--- src/rtl/seq_mult_8bit_if.sv ---
// Handshake and data bundle between a requester and the sequential 8x8 multiplier.
// The requester drives operands and start; the multiplier returns status and the product.
interface seq_mult_8bit_if;
    logic        start;
    logic [7:0]  a;
    logic [7:0]  b;
    logic        busy;
    logic        done;
    logic [15:0] product;

    modport master (output start, a, b, input busy, done, product);
    modport slave  (input start, a, b, output busy, done, product);
endinterface

--- src/rtl/seq_mult_8bit.sv ---
// Sequential 8x8 unsigned shift-and-add multiplier around a single 8-bit adder.
// One conditional add plus right shift per clock, 16-bit product after eight iterations.
module adder_8bit (
    input  logic [7:0] a,
    input  logic [7:0] b,
    input  logic       cin,
    output logic [7:0] sum,
    output logic       cout
);
    assign {cout, sum} = {1'b0, a} + {1'b0, b} + {8'b0, cin};
endmodule

module seq_mult_8bit (
    input  logic            clk,
    input  logic            rst,
    seq_mult_8bit_if.slave  bus
);
    typedef enum logic [1:0] {
        IDLE = 2'd0,
        RUN  = 2'd1,
        DONE = 2'd2
    } state_t;

    state_t      state, state_n;
    logic [7:0]  mcand, mcand_n;
    logic [7:0]  mq, mq_n;
    logic [2:0]  count, count_n;
    logic [15:0] product, product_n;
    logic        busy, done;
    logic [7:0]  sum;
    logic        cout;

    // The 9-bit accumulator's top bit is always zero once shifted, so only
    // the low eight bits are stored; the carry is folded in during the shift.
    logic [7:0]  acc, acc_n;

    adder_8bit u_adder (
        .a    (acc),
        .b    (mcand),
        .cin  (1'b0),
        .sum  (sum),
        .cout (cout)
    );

    always_comb begin
        state_n   = state;
        mcand_n   = mcand;
        mq_n      = mq;
        acc_n     = acc;
        count_n   = count;
        product_n = product;
        case (state)
            IDLE: begin
                if (bus.start) begin
                    mcand_n = bus.a;
                    mq_n    = bus.b;
                    acc_n   = 8'h00;
                    count_n = 3'd0;
                    state_n = RUN;
                end
            end
            RUN: begin
                if (mq[0]) begin
                    acc_n = {cout, sum[7:1]};
                    mq_n  = {sum[0], mq[7:1]};
                end else begin
                    acc_n = {1'b0, acc[7:1]};
                    mq_n  = {acc[0], mq[7:1]};
                end
                count_n = count + 3'd1;
                if (count == 3'd7) begin
                    state_n   = DONE;
                    product_n = {acc_n, mq_n};
                end
            end
            DONE: begin
                state_n = IDLE;
            end
            default: begin
                state_n = IDLE;
            end
        endcase
    end

    // busy/done are registered from the next state so they line up with the state register.
    always_ff @(posedge clk or posedge rst) begin
        if (rst) begin
            state   <= IDLE;
            mcand   <= 8'h00;
            mq      <= 8'h00;
            acc     <= 8'h00;
            count   <= 3'd0;
            product <= 16'h0000;
            busy    <= 1'b0;
            done    <= 1'b0;
        end else begin
            state   <= state_n;
            mcand   <= mcand_n;
            mq      <= mq_n;
            acc     <= acc_n;
            count   <= count_n;
            product <= product_n;
            busy    <= (state_n != IDLE);
            done    <= (state_n == DONE);
        end
    end

    assign bus.busy    = busy;
    assign bus.done    = done;
    assign bus.product = product;
endmodule

--- src/flat_wrapper.sv ---
// flat-port wrapper written by rule: the top's interface ports become plain ports
module seq_mult_8bit_flat 
  (clk, rst, bus_start, bus_a, bus_b, bus_busy, bus_done, bus_product);
  seq_mult_8bit_if bus_i ();
  input  logic clk;
  input  logic rst;
  input wire logic [$bits(bus_i.start)-1:0] bus_start;
  input wire logic [$bits(bus_i.a)-1:0] bus_a;
  input wire logic [$bits(bus_i.b)-1:0] bus_b;
  output wire logic [$bits(bus_i.busy)-1:0] bus_busy;
  output wire logic [$bits(bus_i.done)-1:0] bus_done;
  output wire logic [$bits(bus_i.product)-1:0] bus_product;
  assign bus_i.start = bus_start;
  assign bus_i.a = bus_a;
  assign bus_i.b = bus_b;
  assign bus_busy = bus_i.busy;
  assign bus_done = bus_i.done;
  assign bus_product = bus_i.product;
  seq_mult_8bit u_core (.clk(clk), .rst(rst), .bus(bus_i));
endmodule
--- config.mk ---
export PLATFORM = sky130hd
export DESIGN_NAME = seq_mult_8bit_flat
export DESIGN_NICKNAME = d
export VERILOG_FILES = /design/src/rtl/seq_mult_8bit_if.sv /design/src/rtl/seq_mult_8bit.sv /design/src/flat_wrapper.sv
export SDC_FILE = /design/constraint.sdc
export NUM_CORES = 1
export LEC_CHECK = 0
export CORE_MARGIN = 2
export CORE_UTILIZATION = 32
export DETAILED_ROUTE_END_ITERATION = 16
export SYNTH_ARGS = -nofsm -noshare
export SYNTH_HDL_FRONTEND = slang
export SYNTH_SLANG_ARGS = --single-unit
--- constraint.sdc ---
create_clock -name clk -period 2.4 [get_ports clk]
set_input_delay 0.24 -clock clk [delete_from_list [all_inputs] [get_ports clk]]
set_output_delay 0.24 -clock clk [all_outputs]
set_load 0.05 [all_outputs]
==> results of run 1 <==
[flip-flops by register name, summed over array words and instances, names as in the netlist]
register,flops
u_core.acc,8
u_core.bus.done,1
u_core.bus.busy,1
u_core.bus.product,16
u_core.mq,8
u_core.count,3
u_core.mcand,8
u_core.state,2
[logic make-up (layout without fill, tap and decap cells)]
| logic type | count (synthesis) | in the layout | share of synthesized area |
|---|---|---|---|
| multiplexers | 20 | 20 | 0.0990 |
| XOR/XNOR | 4 | 4 | 0.0158 |
| adder cells (fa/ha/maj) | 11 | 11 | 0.0656 |
| AO/OA/AOI/OAI | 60 | 60 | 0.166 |
| buffers and inverters | 12 | 53 | 0.0221 |
| flip-flops | 47 | 47 | 0.532 |
| AND/OR/NAND/NOR | 42 | 42 | 0.0996 |
[stage by stage]
stage | instances | area [um2] | hold WS, ps | utilization
floorplan | 196 | 2210 | 392 | -
global placement | 310 | 2680 | 466 | 0.397
detailed placement | 310 | 2680 | 470 | 0.397
CTS | 317 | 2790 | 170 | 0.412
global route | 317 | 2790 | 207 | 0.412
finish | 317 | 2790 | 171 | 0.412
[layout make-up]
class                   instances  area share
flip-flops and latches         47       0.422
multi-input cells             137       0.354
repair buffers                 42       0.146
well taps                      80      0.0359
clock buffers                   6      0.0261
clock inverters                 1      0.0108
inverters                       4     0.00539
[power by group]
group	internal [mW]	switching, mW
Combinational	0.844	1.14
Sequential	1.14	0.257
Clock	0.305	0.247
[worst max-delay path by stage]
stage	from	end	slack (ps)	depth (start not counted)
final	u_core.acc[0]$_DFFE_PP0P_	u_core.bus.product[15]$_DFFE_PP0P_	320	7
after global routing	u_core.state[1]$_DFF_PP0_	u_core.bus.product[0]$_DFFE_PP0P_	210	3
after CTS	u_core.acc[0]$_DFFE_PP0P_	u_core.acc[7]$_DFFE_PP0P_	330	7
after detailed placement	u_core.acc[0]$_DFFE_PP0P_	u_core.acc[7]$_DFFE_PP0P_	340	7
after global placement	u_core.acc[0]$_DFFE_PP0P_	u_core.bus.product[15]$_DFFE_PP0P_	400	7
after floorplan	u_core.acc[0]$_DFFE_PP0P_	u_core.acc[7]$_DFFE_PP0P_	500	7
[layout by cell type (no fill, tap or decap), types with 5 or more instances in the layout]
cell type        synthesis  layout
o21ai_1                  5       5
o21ai_0                 20      20
mux2i_1                  5       5
mux2_2                  15      15
a22oi_1                  7       7
clkbuf_8                 0       5
ha_1                    10      10
clkdlybuf4s50_1          0      36
buf_4                    0       6
nor2b_1                 12      12
dfrtp_1                 47      47
nand2_1                 19      19
a21oi_1                 13      13
[metal layers]
layer	GRT usage	wire, um
met1	0.179	2180
met2	0.178	1870
met3	0.0180	137
met4	0.0629	88
met5	0	0
[synth_stat cells]
library cell  instances  area [um2]
o21bai_1              1        7.51
nor2_1                2        7.51
fa_1                  1        20.0
a221oi_2              1        15.0
nand2_2               1        6.26
buf_1                 1        3.75
a21o_1                3        22.5
mux2i_1               5        50.1
xor2_1                1        8.76
nand3_1               1        5.00
o21ai_0              20         100
a22o_1                3        26.3
a22oi_1               7        52.6
a21oi_1              13        65.1
nand2_1              19        71.3
nand2b_1              1        6.26
a21o_2                1        8.76
o31ai_1               2        15.0
a31o_1                1        8.76
nor3b_4               1        18.8
dfrtp_1              47        1180
buf_2                 3        15.0
a31oi_1               2        12.5
nor3_1                1        5.00
ha_1                 10         125
or3_1                 2        12.5
mux2_2               15         169
and3_1                1        6.26
nor2b_1              12        75.1
inv_1                 4        15.0
nand4_1               1        6.26
clkbuf_1              4        15.0
o21ai_1               5        25.0
xnor2_1               3        26.3
a211oi_1              1        7.51
[worst register-to-register path: stages (launching register included)]
cell and delay, ps:
dfrtp_1 400, ha_1 230, fa_1 420, a21o_1 200
a221oi_2 290, nor2b_1 90, nor3_1 220, o31ai_1 110
==> impl_metrics.json, run 1 <==
{
  "outcome": "complete, no violations",
  "drive_above_1_share": 0.135,
  "route.detailed.drc": 0,
  "dr.pass1.iters": 4,
  "multi_input_area_um2": 986,
  "reg2reg_slack_ps": 320,
  "grt_util_all_layers": 0.123,
  "antenna_found_initial": 0,
  "leakage_nw": 1.24,
  "syn_area_um2": 2210,
  "numClockSinks": 47,
  "setup_slack_ps": 320,
  "seq_area_frac_synth": 0.532,
  "drtIter0Drc": 90,
  "synth_fp_nets": 226,
  "max_freq_ghz": 0.481,
  "crit_path_cell_trace": "ha_1, fa_1, a21o_1, a221oi_2, nor2b_1, nor3_1, o31ai_1",
  "timing.rr.start": "u_core.acc[0]$_DFFE_PP0P_",
  "grt.overflow.total": 0,
  "ff_latch_area_um2": 1180,
  "worstMarginPinSlew_ps": 720,
  "drv_cap": 0,
  "fin_crit_sh": 0.867,
  "path_buf_inv": 0,
  "worst_r2r_path_depth": 7,
  "vias": 1554,
  "relSlewSlack": 0.519,
  "worstSetupPathType": "reg -> reg",
  "core-area_um2": 6760,
  "antenna_cells": 0,
  "cts_resized": 0,
  "slowest_stage": "fa_1",
  "cts_inserted_buffers": 5,
  "start_kind": "flip-flop",
  "powerDensity_nw_per_um2": 1410,
  "clk_pin_slew_ps": 80,
  "grt_pass1_wl_um": 7230,
  "io_pins": 37,
  "grt_max_degree": 27,
  "gp_congestion": 0.761,
  "holdBufCountCts": 0,
  "required_ps": 2560,
  "critical_path_arrival_ps": 2240,
  "cts-root-buf": "clkbuf_8",
  "ys_types": 35,
  "drt-total-wl_um": 4270,
  "worst_path_dominant_cell_family": "adder cells",
  "skew_ps": 3.58,
  "grt_pass1_vias": 1513,
  "critical_path.max_fanout": 3,
  "max_stage_delay_ps": 420,
  "final_nets": 267,
  "vias_per_cell": 4.90,
  "fin_crit_ps": 2080,
  "rows": 30,
  "fillers": 664,
  "rsz0062_at_grt": "no",
  "area_growth_pct": 26.0,
  "start_util": 0.327,
  "synth_area_per_cell_um2": 11.3,
  "endpoint_kind": "flip-flop",
  "setup_viol": 0,
  "hold_violations": 0,
  "yosys_warnings": 0,
  "cts_tree": "done",
  "dieArea_um2": 7590,
  "synthCells": 196,
  "tns_ps": 0,
  "dieHeight_um": 87.1,
  "htreeDepth": 2,
  "die_w_um": 87.1,
  "ys_seq_elements": 47,
  "cts_buffer_depth": 2,
  "ant_nets": 0,
  "dpl.hpwl_um": 3150,
  "clk_latency_ps": 290,
  "portBuffers": 36,
  "r2r-end": "u_core.bus.product[15]$_DFFE_PP0P_",
  "p_total_mw": 3.93,
  "post-place-ws_ps": 341,
  "cts_setup_buffers": 0,
  "ir_drop_mv": 0.361,
  "avgRoutedWirePerCell_um": 13.5,
  "slew_viol_final": 0,
  "hold_path.class": "in -> async"
}
Power figures use the tool's default switching activity.
==> run 2: changes to the inputs <==
- GPL_TIMING_DRIVEN: unset -> 0
- SETUP_SLACK_MARGIN: unset -> 0.4
==> impl_metrics.json, run 2 (synthesized netlist as in run 1, its figures left out) <==
{
  "largest_reg_flops": 16,
  "numClockSinks": 47,
  "critical_path.max_fanout": 3,
  "portBuffers": 36,
  "cts_inserted_buffers": 5,
  "clk_latency_ps": 300,
  "dpl.hpwl_um": 3320,
  "area_growth_pct": 27.4,
  "holdBufCountCts": 0,
  "p_comb_frac": 0.532,
  "max_freq_ghz": 0.499,
  "outcome": "complete, no violations",
  "rsz0062_at_grt": "yes",
  "dieArea_um2": 7590,
  "start_util": 0.327,
  "dieHeight_um": 87.1,
  "gp_congestion": 0.777,
  "whs_ps": 185,
  "top_register": "u_core.bus.product",
  "grt_pass1_wl_um": 7620,
  "cts-root-buf": "clkbuf_8",
  "vias": 1584,
  "antenna_found_initial": 0,
  "grt_pass1_vias": 1595,
  "reg2reg_slack_ps": 400,
  "slew_viol_final": 0,
  "final_cell_mix": "47 x dfrtp_1, 36 x clkdlybuf4s50_1, 20 x o21ai_0, 19 x nand2_1, 15 x mux2_2",
  "endpoint_kind": "flip-flop",
  "final_nets": 272,
  "drtIter0Drc": 79,
  "io_pins": 37,
  "p_switching_mw": 1.71,
  "grt_util_all_layers": 0.128,
  "worstSetupPathType": "reg -> reg",
  "tns_ps": 0,
  "fin_crit_sh": 0.835,
  "hold_violations": 0,
  "antenna_cells": 0,
  "required_ps": 2570,
  "pwr-share-clk": 0.117,
  "swShare": 0.432,
  "powerDensity_nw_per_um2": 1400,
  "hold_path.class": "in -> async",
  "drt-total-wl_um": 4600,
  "relSlewSlack": 0.643,
  "clk_pin_slew_ps": 80,
  "skew_ps": 4.53,
  "route.detailed.drc": 0,
  "grt.overflow.total": 0,
  "grt_max_degree": 38,
  "final_common_cell": "dfrtp_1",
  "setup_viol": 0,
  "worstMarginPinSlew_ps": 536,
  "fin_crit_ps": 2000,
  "globalRouteMet1Util": 0.180,
  "vias_per_cell": 4.90,
  "dr.pass1.iters": 4,
  "htreeDepth": 2,
  "worst_r2r_path_depth": 7,
  "avgRoutedWirePerCell_um": 14.2,
  "p_seq_frac": 0.350,
  "ant_nets": 0,
  "cts_buffer_depth": 2,
  "grt.met2_usage": 0.194,
  "start_kind": "flip-flop",
  "p_total_mw": 3.95,
  "ir_drop_mv": 0.340,
  "drv_cap": 0,
  "core-area_um2": 6760,
  "critical_path_arrival_ps": 2180,
  "drive_above_1_share": 0.156,
  "grt_util_met3": 0.0199,
  "p_int_mw": 2.24,
  "leakage_nw": 1.24,
  "rows": 30,
  "die_w_um": 87.1,
  "busiest_layer": "met2",
  "cts_tree": "done"
}
## run 2: worst max-delay path, cell delays in order, from the launching register on
cell and delay [ps]:
dfrtp_1 400, ha_2 210, fa_2 360, a21o_1 190, a221oi_2 280, xnor2_1 110, mux2i_1 220, o21ai_1 100
## run 2: path summary, 6_finish.rpt
| check | start | end |
|---|---|---|
| worst max-delay path | u_core.acc[0]$_DFFE_PP0P_ | u_core.acc[5]$_DFFE_PP0P_ |
| worst min-delay path | rst | u_core.mcand[7]$_DFFE_PP0P_ |
| worst max register to register | u_core.acc[0]$_DFFE_PP0P_ | u_core.acc[5]$_DFFE_PP0P_ |
| worst min register to register | u_core.bus.product[7]$_DFFE_PP0P_ | u_core.bus.product[7]$_DFFE_PP0P_ |
| max in group asynchronous | rst | u_core.count[0]$_DFFE_PP0P_ |
| min in group clk | u_core.bus.product[7]$_DFFE_PP0P_ | u_core.bus.product[7]$_DFFE_PP0P_ |
## run 2: area by class of cell
type | instances | area [um2]
plain buffers | 8 | 35.0
clock buffers | 7 | 76.3
inverters | 4 | 15.0
well taps | 80 | 100
multi-input cells | 137 | 1010
repair buffers | 39 | 395
fillers | 648 | 3940
clock inverters | 1 | 5.00
flip-flops and latches | 47 | 1180
## run 2: power groups by stage
stage	logic [mW]	clock network, mW	registers, mW
finish	2.10	0.463	1.38
global route	2.32	0.496	1.43
CTS	2.07	0.476	1.39
detailed placement	2.04	0	1.39
global placement	1.99	0	1.38
floorplan	1.10	0	1.75
## run 2: routing by layer
layer / part of all wire / vias to the layer above
met1: 0.50 / 762
li1: - / 793
met2: 0.46 / 22
met3: 0.025 / 7
met5: 0 / -
met4: 0.019 / 0
## run 2: through the flow
stage	std cells	setup WS (ps)	util	cell area [um2]
floorplan	196	504	-	2210
global placement	312	76.7	0.395	2670
detailed placement	313	328	0.398	2690
CTS	321	418	0.415	2800
global route	323	268	0.417	2820
finish	323	397	0.417	2820
## run 2: what timing repair did
item                       in CTS  in global routing
setup buffers                   0                  2
hold endpoints to repair        0                  0
setup endpoints to repair       6                  8
pin swaps                       1                  2
resized for setup               5                  2
